`config.mk`:
```
export PLATFORM = sky130hd
export DESIGN_NAME = constraint_eval_seq
export DESIGN_NICKNAME = d
export VERILOG_FILES = /design/src/rtl/constraint_eval_seq.sv
export SDC_FILE = /design/constraint.sdc
export NUM_CORES = 1
export LEC_CHECK = 0
export ABC_AREA = 1
export CAP_MARGIN = 20
export CORE_MARGIN = 3
export CORE_UTILIZATION = 45
export CTS_BUF_LIST = sky130_fd_sc_hd__clkbuf_4
export DETAILED_ROUTE_END_ITERATION = 16
export GPL_ROUTABILITY_DRIVEN = 0
export GPL_TIMING_DRIVEN = 1
export SLEW_MARGIN = 0
export SYNTH_ARGS = -nofsm -noshare
export SYNTH_HDL_FRONTEND = slang
export SYNTH_SLANG_ARGS = --single-unit
```
`constraint.sdc`:
```
create_clock -name clk -period 8.15 [get_ports clk]
set_input_delay 1.2225 -clock clk [delete_from_list [all_inputs] [get_ports clk]]
set_output_delay 1.2225 -clock clk [all_outputs]
set_load 0.01 [all_outputs]
```
`src/rtl/constraint_eval_seq.sv`:
```
// Sequential constraint-conjunction evaluator: one programmable term per cycle, early exit on first false term.
// Optional run/sat counters are built when CONSTRAINT_EVAL_STATS_EN is defined.
module constraint_eval_seq #(
  parameter  int NUM_VARS  = 8,
  parameter  int VAR_W     = 16,
  parameter  int NUM_TERMS = 16,
  localparam int IDX_W     = $clog2(NUM_VARS),
  localparam int TIDX_W    = $clog2(NUM_TERMS),
  localparam int CFG_W     = 4 + 2*IDX_W
) (
  input  logic                      clk,
  input  logic                      rst_n,
  input  logic                      cfg_we,
  input  logic [TIDX_W-1:0]         cfg_idx,
  input  logic [CFG_W-1:0]          cfg_data,
  output logic                      cfg_ack,
  input  logic                      in_valid,
  output logic                      in_ready,
  input  logic [NUM_VARS*VAR_W-1:0] in_vars,
  output logic                      out_valid,
  input  logic                      out_ready,
  output logic                      out_sat,
  output logic [TIDX_W-1:0]         out_fail_idx,
  output logic                      busy
`ifdef CONSTRAINT_EVAL_STATS_EN
  ,
  input  logic                      stat_clr,
  output logic [31:0]               stat_runs,
  output logic [31:0]               stat_sat
`endif
);

  typedef enum logic [1:0] {S_IDLE, S_EVAL, S_DONE} state_t;

  state_t r_state, w_next;

  logic [NUM_TERMS-1:0][CFG_W-1:0]  r_tbl;
  logic [NUM_VARS-1:0][VAR_W-1:0]   r_vars;
  logic [TIDX_W-1:0]                r_ptr;
  logic                             r_sat;
  logic [TIDX_W-1:0]                r_fidx;
  logic                             r_ack;

  logic [CFG_W-1:0] w_term;
  logic             w_en;
  logic [2:0]       w_op;
  logic [IDX_W-1:0] w_aidx, w_bidx;
  logic [VAR_W-1:0] w_a, w_b, w_res;
  logic             w_true, w_last, w_acc, w_cfg_ok, w_hs;

  assign w_term = r_tbl[r_ptr];
  assign w_en   = w_term[CFG_W-1];
  assign w_op   = w_term[CFG_W-2 -: 3];
  assign w_aidx = w_term[2*IDX_W-1 -: IDX_W];
  assign w_bidx = w_term[IDX_W-1:0];

  // Indices with no matching variable fall through to zero.
  always_comb begin
    w_a = '0;
    w_b = '0;
    for (int i = 0; i < NUM_VARS; i++) begin
      if (w_aidx == IDX_W'(i)) w_a = r_vars[i];
      if (w_bidx == IDX_W'(i)) w_b = r_vars[i];
    end
  end

  always_comb begin
    w_res = '0;
    case (w_op)
      3'd0: w_res = w_a ^ w_b;
      3'd1: w_res = w_a & w_b;
      3'd2: w_res = w_a | w_b;
      3'd3: w_res = w_a + w_b;
      3'd4: w_res = w_a - w_b;
      3'd5: w_res = {{(VAR_W-1){1'b0}}, (w_a != w_b)};
      3'd6: w_res = {{(VAR_W-1){1'b0}}, ((|w_a) || (|w_b))};
      3'd7: w_res = {{(VAR_W-1){1'b0}}, ((|w_a) && (|w_b))};
      default: w_res = '0;
    endcase
  end

  assign w_true   = !w_en || (|w_res);
  assign w_last   = (r_ptr == TIDX_W'(NUM_TERMS-1));
  assign w_acc    = in_valid && (r_state == S_IDLE);
  assign w_cfg_ok = cfg_we && (r_state == S_IDLE);
  assign w_hs     = (r_state == S_DONE) && out_ready;

  always_ff @(posedge clk or negedge rst_n) begin
    if (!rst_n) r_state <= S_IDLE;
    else        r_state <= w_next;
  end

  always_comb begin
    w_next = r_state;
    case (r_state)
      S_IDLE: if (w_acc) w_next = S_EVAL;
      S_EVAL: if (!w_true || w_last) w_next = S_DONE;
      S_DONE: if (out_ready) w_next = S_IDLE;
      default: w_next = S_IDLE;
    endcase
  end

  always_ff @(posedge clk or negedge rst_n) begin
    if (!rst_n) begin
      r_tbl  <= '0;
      r_vars <= '0;
      r_ptr  <= '0;
      r_sat  <= 1'b0;
      r_fidx <= '0;
      r_ack  <= 1'b0;
    end else begin
      r_ack <= w_cfg_ok;
      // Table write lands before the accepted run reads it on the following cycle.
      if (w_cfg_ok) r_tbl[cfg_idx] <= cfg_data;
      if (w_acc) begin
        r_vars <= in_vars;
        r_ptr  <= '0;
      end
      if (r_state == S_EVAL) begin
        if (!w_true) begin
          r_sat  <= 1'b0;
          r_fidx <= r_ptr;
        end else if (w_last) begin
          r_sat  <= 1'b1;
          r_fidx <= '0;
        end else begin
          r_ptr <= r_ptr + TIDX_W'(1);
        end
      end
    end
  end

  assign cfg_ack      = r_ack;
  assign in_ready     = (r_state == S_IDLE);
  assign out_valid    = (r_state == S_DONE);
  assign out_sat      = r_sat;
  assign out_fail_idx = r_fidx;
  assign busy         = (r_state != S_IDLE);

`ifdef CONSTRAINT_EVAL_STATS_EN
  logic [31:0] r_runs, r_satc;

  always_ff @(posedge clk or negedge rst_n) begin
    if (!rst_n) begin
      r_runs <= '0;
      r_satc <= '0;
    end else if (stat_clr) begin
      r_runs <= '0;
      r_satc <= '0;
    end else if (w_hs) begin
      if (r_runs != 32'hFFFF_FFFF) r_runs <= r_runs + 32'd1;
      if (r_sat && (r_satc != 32'hFFFF_FFFF)) r_satc <= r_satc + 32'd1;
    end
  end

  assign stat_runs = r_runs;
  assign stat_sat  = r_satc;
`endif

endmodule

```
-- After elaboration in Yosys (flattened, before gate mapping)
Index checks and enable logic that the tools add are counted.
- $add $sub $neg: 3
- order comparisons: 3
- equality and inequality tests: 29
- muxes and demuxes: 34
- bitwise logic cells: 3
- reduce and logical (&&, ||, !) cells: 19
- operators by type and width (kind ; number):
    16-bit 2-to-1 mux ; 16
    160-bit bitwise mux ; 1
    16-bit case mux with 8 select lines ; 1
    16-bit OR reduction ; 3
    10-bit binary-select mux with 4-bit select ; 1
    10-bit demux with 4-bit select ; 1
    3-bit == test, second input constant ; 12
    4-bit 2-to-1 mux ; 6
    10-bit 2-to-1 mux ; 2
    3-bit by 2-bit == test with 1-bit output, second input constant ; 6
    16-bit adder ; 1
    16-bit bitwise AND ; 1
    16-bit != test ; 1
    16-bit bitwise OR ; 1
    16-bit subtractor ; 1
    16-bit bitwise XOR ; 1
    4-bit by 5-bit < comparator with 1-bit output, second input constant ; 2
    3-bit by 1-bit == test with 1-bit output, second input constant ; 3
    3-bit logical NOT ; 3
    2-bit 2-to-1 mux ; 3
    2-bit by 1-bit != test with 1-bit output, second input constant ; 3
    2-bit case mux with 3 select lines ; 1
    4-bit by 1-bit adder with 4-bit output, second input constant ; 1
    4-bit == test, second input constant ; 1
    other kinds (12) ; 19
- bits in registers: 300
- input port bits: 147
- output and inout port bits: 9
- word-level logic and storage cells: 120

-- Logic depth before layout (Yosys ltp)
Gate-level depths: netlist of the first run.
- depth in word-level cells: 20
- mapped depth: 41
- mapped depth without buffers: 38

-- Worst setup path before layout of the first run
No wires, ideal clock.
- path type: register to register
- from: register r_ptr[0]
- to: register r_fidx[0], in the netlist out_fail_idx[0]
- data arrival time: 4542 ps
- data required time: 8033 ps
- setup slack: 3491 ps
- cell stages (with the launch flop): 35
- cell sequence: dfrtp_1 -> buf_6 -> buf_6 -> o211ai_1 -> nand3_1 -> nand3_1 -> nand2_2 -> nand2_2 -> nor2_2 -> inv_2 -> buf_4 -> nor2_1 -> nor3_1 -> nand4_1 -> inv_1 -> ha_1 -> inv_1 -> fa_1 -> a21oi_1 -> o21ai_0 -> a21oi_1 -> o21ai_0 -> or2_2 -> nand3_1 -> nand4_1 -> nor2_1 -> nand4_1 -> nor2_1 -> nand3_1 -> nor2_1 -> nand4_4 -> nand2_2 -> nand2_2 -> nand2_1 -> nand2_1
- longest elaborated chain between the ends: 18
- elaborated cells between the ends (all ways): 60
- classes of those cells: add/sub: 2; eq/ne: 24; mux: 20; bitwise: 3; reduce/logical: 11
- ends and longest elaborated chain (item ; RTL line ; RTL):
    start: declaration ; 39 ; logic [TIDX_W-1:0] r_ptr;
    start signal: assignment ; 127 ; r_ptr <= r_ptr + TIDX_W'(1);
    parallel branches: the longest is 18 deep, another holds 16-bit subtractor ; - ;
    end signal: assignment ; 122 ; r_fidx <= r_ptr;
    end: declaration ; 41 ; logic [TIDX_W-1:0] r_fidx;
Parallel ways; which one is timed is not known. The select of a mux whose other input is x is not followed.
A chain may end at the register's enable or synchronous reset.

-- Worst setup path in the final report of the first run
Ends and elaborated chain as after synthesis.

==> results of run 1 <==
==> Yosys cell counts (9+ instances only) <==
master	instances
nand2_1	902
dfrtp_1	300
o21ai_0	257
inv_1	202
nand3_1	184
nor2_1	179
clkbuf_1	84
a21oi_1	73
nand4_1	63
ha_1	48
buf_2	36
inv_2	18
o211ai_1	16
xor2_1	14
nand2_2	12
nor3_1	11
or2_2	9
==> worst min-delay path: cells and delay by family, from the launching register on <==
family	cells	cell delay [ns]
simple gates	2	0.11
flops	1	0.34
==> layout make-up <==
cell class | count | share of cell area (%)
Antenna cell | 1 | 0.0123
Multi-Input combinational cell | 1828 | 42.2
Tap cell | 511 | 3.15
Clock buffer | 122 | 4.51
Inverter | 223 | 4.14
Sequential cell | 300 | 37.0
Clock inverter | 12 | 0.413
Timing Repair Buffer | 173 | 8.55
==> registers in the layout, summed over array words and instances, names as in the netlist <==
| register | count |
|---|---|
| r_tbl | 160 |
| out_fail_idx | 4 |
| out_sat | 1 |
| r_state | 2 |
| cfg_ack | 1 |
| r_vars | 128 |
| r_ptr | 4 |
==> logic make-up after synthesis <==
logic type | after synthesis | synth area share (%)
adder cells (fa/ha/maj) | 50 | 3.65
XOR/XNOR | 17 | 0.849
AO/OA/AOI/OAI | 371 | 11.2
AND/OR/NAND/NOR | 1390 | 33.1
buffers and inverters | 359 | 8.43
flip-flops | 300 | 42.8
==> layer usage <==
metal | global-route usage (%) | vias to the layer above | routed length (microns)
met2 | 41.0 | 716 | 24800
met1 | 39.1 | 7961 | 25400
met3 | 6.10 | 124 | 4800
li1 | - | 8229 | -
met5 | 0 | - | 0
met4 | 9.51 | 0 | 1750
==> final timing paths <==
path / start / to / slack, ns / depth (start not counted)
setup / recovery: r_ptr[0] / out_fail_idx[0] / 1.70 / 33
hold / removal: out_fail_idx[0] / out_fail_idx[0] / 0.48 / 2
setup reg to reg: r_ptr[0] / out_fail_idx[0] / 1.70 / 33
hold reg to reg: out_fail_idx[0] / out_fail_idx[0] / 0.48 / 2
max in group asynchronous: rst_n / r_tbl[28] / 6.34 / 3
min in group asynchronous: rst_n / r_tbl[53] / 0.54 / 1
==> metrics by stage <==
step,setup slack [ns],area (sq um),utilization [%],cells
floorplan,3.49,17500,-,2487
global route,0.947,20300,53.4,3170
global placement,1.98,19200,50.6,3031
CTS,1.78,20200,53.2,3165
finish,1.70,20300,53.4,3170
detailed placement,1.79,19200,50.6,3031
==> results.toml, run 1 <==
[timing]
relSlewSlack_pct = 31.8
post-route-min-period_ns = 6.45
setup_violations = 0
fin_tns_setup_ns = 0
fin_crit_sh_pct = 79.1
hold_ws_ns = 0.478
drv_slew = 0
fmax_mhz = 155
worst_pin_slew_ns = 1.02
hold_violations = 0
rsz0062_at_grt = "no"
finalClockSkew_ns = 0.0453

[job]
maxCapViolCount = 0

[worst_setup_path]
critical-path-top-delay-family = "simple AND/OR/NAND/NOR gates"
worst_setup_path_end_kind = "flip-flop"
required_ns = 8.79
arrival_ns = 7.09
slowest_stage = "inv_2"
worstSetupStartpointType = "flip-flop"
critPathMaxFanout = 45
slowest_delay_ns = 0.61
worst-setup-path-type = "flip-flop to flip-flop"
path_buf_inv = 3

[drt]
avgViaCountPerCell = 5.37
vias = 17000
drtIter0Drc = 1634
wl_mm = 56.8
firstDrtPassIters = 8
drc_errors = 0
ant_nets = 0
drt-wirelength-per-cell_microns = 17.9

[final_layout]
nFillCells = 3838
multi_input_area_sq_mm = 0.00856
final_cell_mix = "nand2_1 (901), dfrtp_1 (299), o21ai_0 (257)"
final_common_cell = "nand2_1"
area_growth_syn_to_layout_pct = 15.7
nNetsFinal = 2805
drive_gt1_share_pct = 7.71
seqCellArea_sq_mm = 0.00751

[synth]
synthTopCellsByArea = "dfrtp_1 (43%), nand2_1 (19%), o21ai_0 (7.3%)"
synthFlopType = "dfrtp_1"
synth-warning-count = 0
async_flop_share_pct = 100
synth_edf_count = 0
synth_top_area_cell = "dfrtp_1"
netlist_instances = 2487
synth_seq_cells = 300
synth_area_sq_mm = 0.0175
yosysSeqAreaShare_pct = 42.8
syn_area_per_cell_sq_um = 7.05
synth_top_area_share_pct = 42.8
synth_cell_types = 45
syn_nets = 2684

[cts]
clockBufferDepth = 3
clkLatencyLatePin_ns = 0.77
cts.sinks = 300
cts_setup_buffers = 0
tritoncts = "yes"
cts_hold_buffers = 0
root_buffer = "clkbuf_4"
clk_pin_slew_ns = 0.06
cts_buffers = 82
cts_resized = 0
htree_levels = 3

[floorplan]
coreArea_sq_mm = 0.0380
start_util_pct = 46.1
die_y_microns = 203
dieArea_sq_mm = 0.0414
ios = 156
die_w_microns = 203
rows = 71

[global_route]
grt_usage_pct = 27.3
grt_max_degree = 116
grt_pass1_wl_mm = 89.2
overflow = 0
antenna_found_initial = 1
grt_pass1_vias = 16000

[hold_path]
min-delay-path-class = "flip-flop to flip-flop"

[placed_design]
dp_hpwl_mm = 39.6
port_buffers = 155

[outcome]
outcome = "complete, no violations"
Power of run 1 is not shown: default switching activity piles up to over one toggle a cycle in this logic, so the estimate is an artifact.
==> run 2: changes to the inputs <==
--- a/config.mk
+++ b/config.mk
@@ -13,6 +13,7 @@
 export DETAILED_ROUTE_END_ITERATION = 16
 export GPL_ROUTABILITY_DRIVEN = 0
 export GPL_TIMING_DRIVEN = 1
+export PLACE_DENSITY = 0.67
 export SLEW_MARGIN = 0
 export SYNTH_ARGS = -nofsm -noshare
 export SYNTH_HDL_FRONTEND = slang
==> constraint.sdc (replaced) <==
create_clock -name clk -period 5.7 [get_ports clk]
set_input_delay 0.855 -clock clk [delete_from_list [all_inputs] [get_ports clk]]
set_output_delay 0.855 -clock clk [all_outputs]
set_load 0.01 [all_outputs]
==> run 2 against run 1 <==
  * Wire length shrank 0.54%
  * Clock-buffer cell count shrank 1
  * Sequential share of layout area shrank 0.94 points
  * Clock skew grew 0.0083 ns
  * Register-to-register slack lost 1.4 ns
  * Flip-flop and latch count is the same
  * Non-clock buffer count grew 37
  * Global-route usage shrank 0.86 points
  * Cell count grew 1.0%
  * Critical path depth grew 3
  * Critical path type unchanged
==> results.toml, run 2 (same netlist as run 1, synthesis figures left out) <==
[global_route]
grt_pass1_wl_mm = 87.9
antenna_found_initial = 1
grt_usage_pct = 26.4
grt_max_degree = 99
grt_pass1_vias = 16300
overflow = 0

[floorplan]
start_util_pct = 46.1
coreArea_sq_mm = 0.0380
die_y_microns = 203
dieArea_sq_mm = 0.0414
rows = 71
die_w_microns = 203
ios = 156

[final_layout]
top_regs = "r_tbl x160, r_vars x128"
area_growth_syn_to_layout_pct = 18.7
final_cell_mix = "nand2_1 (899), dfrtp_1 (299), o21ai_0 (255)"
largest-register = "r_tbl"
final_common_cell = "nand2_1"
seqCellArea_sq_mm = 0.00751
largest_register_ffs = 160
drive_gt1_share_pct = 9.78
nNetsFinal = 2843
multi_input_area_sq_mm = 0.00871
nFillCells = 3739

[cts]
clockBufferDepth = 3
cts_hold_buffers = 0
clk_pin_slew_ns = 0.08
cts.sinks = 300
cts_buffers = 82
htree_levels = 3
root_buffer = "clkbuf_4"
clkLatencyLatePin_ns = 0.77
tritoncts = "yes"

[worst_setup_path]
r2r_cells = 36
crit_path_end = "out_fail_idx[0]"
path_common_cell = "nand2_1"
required_ns = 6.31
slowest_delay_ns = 0.49
worstSetupStartpointType = "flip-flop"
r2r_end = "out_fail_idx[0]"
startpoint = "r_ptr[0]"
worst-setup-path-type = "flip-flop to flip-flop"
critPathMaxFanout = 18
worst_setup_path_end_kind = "flip-flop"
r2r_start = "r_ptr[0]"
slowest_stage = "dfrtp_2"
arrival_ns = 5.96
r2r_slack_ns = 0.35

[placed_design]
dp_hpwl_mm = 39.2
port_buffers = 155

[drt]
wl_mm = 56.5
drtIter0Drc = 1777
vias = 17500
drc_errors = 0
drt-wirelength-per-cell_microns = 17.6
firstDrtPassIters = 5
avgViaCountPerCell = 5.45
ant_nets = 0

[outcome]
outcome = "complete, no violations"

[timing]
fin_tns_setup_ns = 0
fin_crit_sh_pct = 93.9
hold_violations = 0
fmax_mhz = 187
setup_violations = 0
finalClockSkew_ns = 0.0536
relSlewSlack_pct = 33.8
hold_ws_ns = 0.0841
drv_slew = 0
worst_pin_slew_ns = 0.994
post-route-min-period_ns = 5.35

[job]
maxCapViolCount = 0

[hold_path]
min-delay-path-class = "input port to async pin"
==> run 2: final cells by class <==
type	count	share of cell area, %
antenna	1	0.0120
clock buffer	121	4.36
clock inverter	7	0.252
inverter	223	4.13
multi-input combinational	1829	41.9
sequential	300	36.1
tap	511	3.07
timing repair buffer	210	10.2
==> run 2: timing repair <==
action                     4_1_cts  5_1_grt
resized for setup                1       54
pin swaps                        0       11
cloned                           0        4
setup endpoints to repair        4       11
buffers inserted                 0       16
==> run 2: per-layer routing <==
metal	GRT usage, %	routed length (microns)
met5	0	0
met4	8.73	1610
met3	5.59	5110
met2	40.3	25200
met1	37.8	24500
==> run 2: worst min path at each step <==
stage	from	end	slack (ns)
after global placement	r_tbl[46]	r_tbl[46]	0.46
after global routing	rst_n	r_vars[120]	0.13
after floorplan	r_tbl[107]	r_tbl[107]	0.45
after detailed placement	out_fail_idx[3]	out_fail_idx[3]	0.46
final	rst_n	r_vars[120]	0.08
after CTS	rst_n	r_vars[120]	0.11
==> run 2: worst max-delay path: cells and delay by family (launching register included) <==
family | cells | cell delay [ns]
AO/OA/AOI/OAI | 4 | 0.71
buffers and inverters | 5 | 0.56
AND/OR/NAND/NOR | 25 | 2.87
flip-flops | 1 | 0.49
adder cells (fa/ha/maj) | 2 | 0.59
==> run 2: per-stage QoR <==
| stage | area, sq um | setup WS (ns) | instances | utilization [%] |
|---|---|---|---|---|
| final | 20800 | 0.350 | 3202 | 54.7 |
| after global routing | 20800 | -0.00797 | 3202 | 54.7 |
| after CTS | 20400 | 0.0598 | 3180 | 53.6 |
| after detailed placement | 19400 | -0.0226 | 3052 | 51.1 |
| after global placement | 19400 | 0.138 | 3051 | 51.1 |
| after floorplan | 17500 | 1.04 | 2487 | - |
Power of run 2 is left out for the same reason.
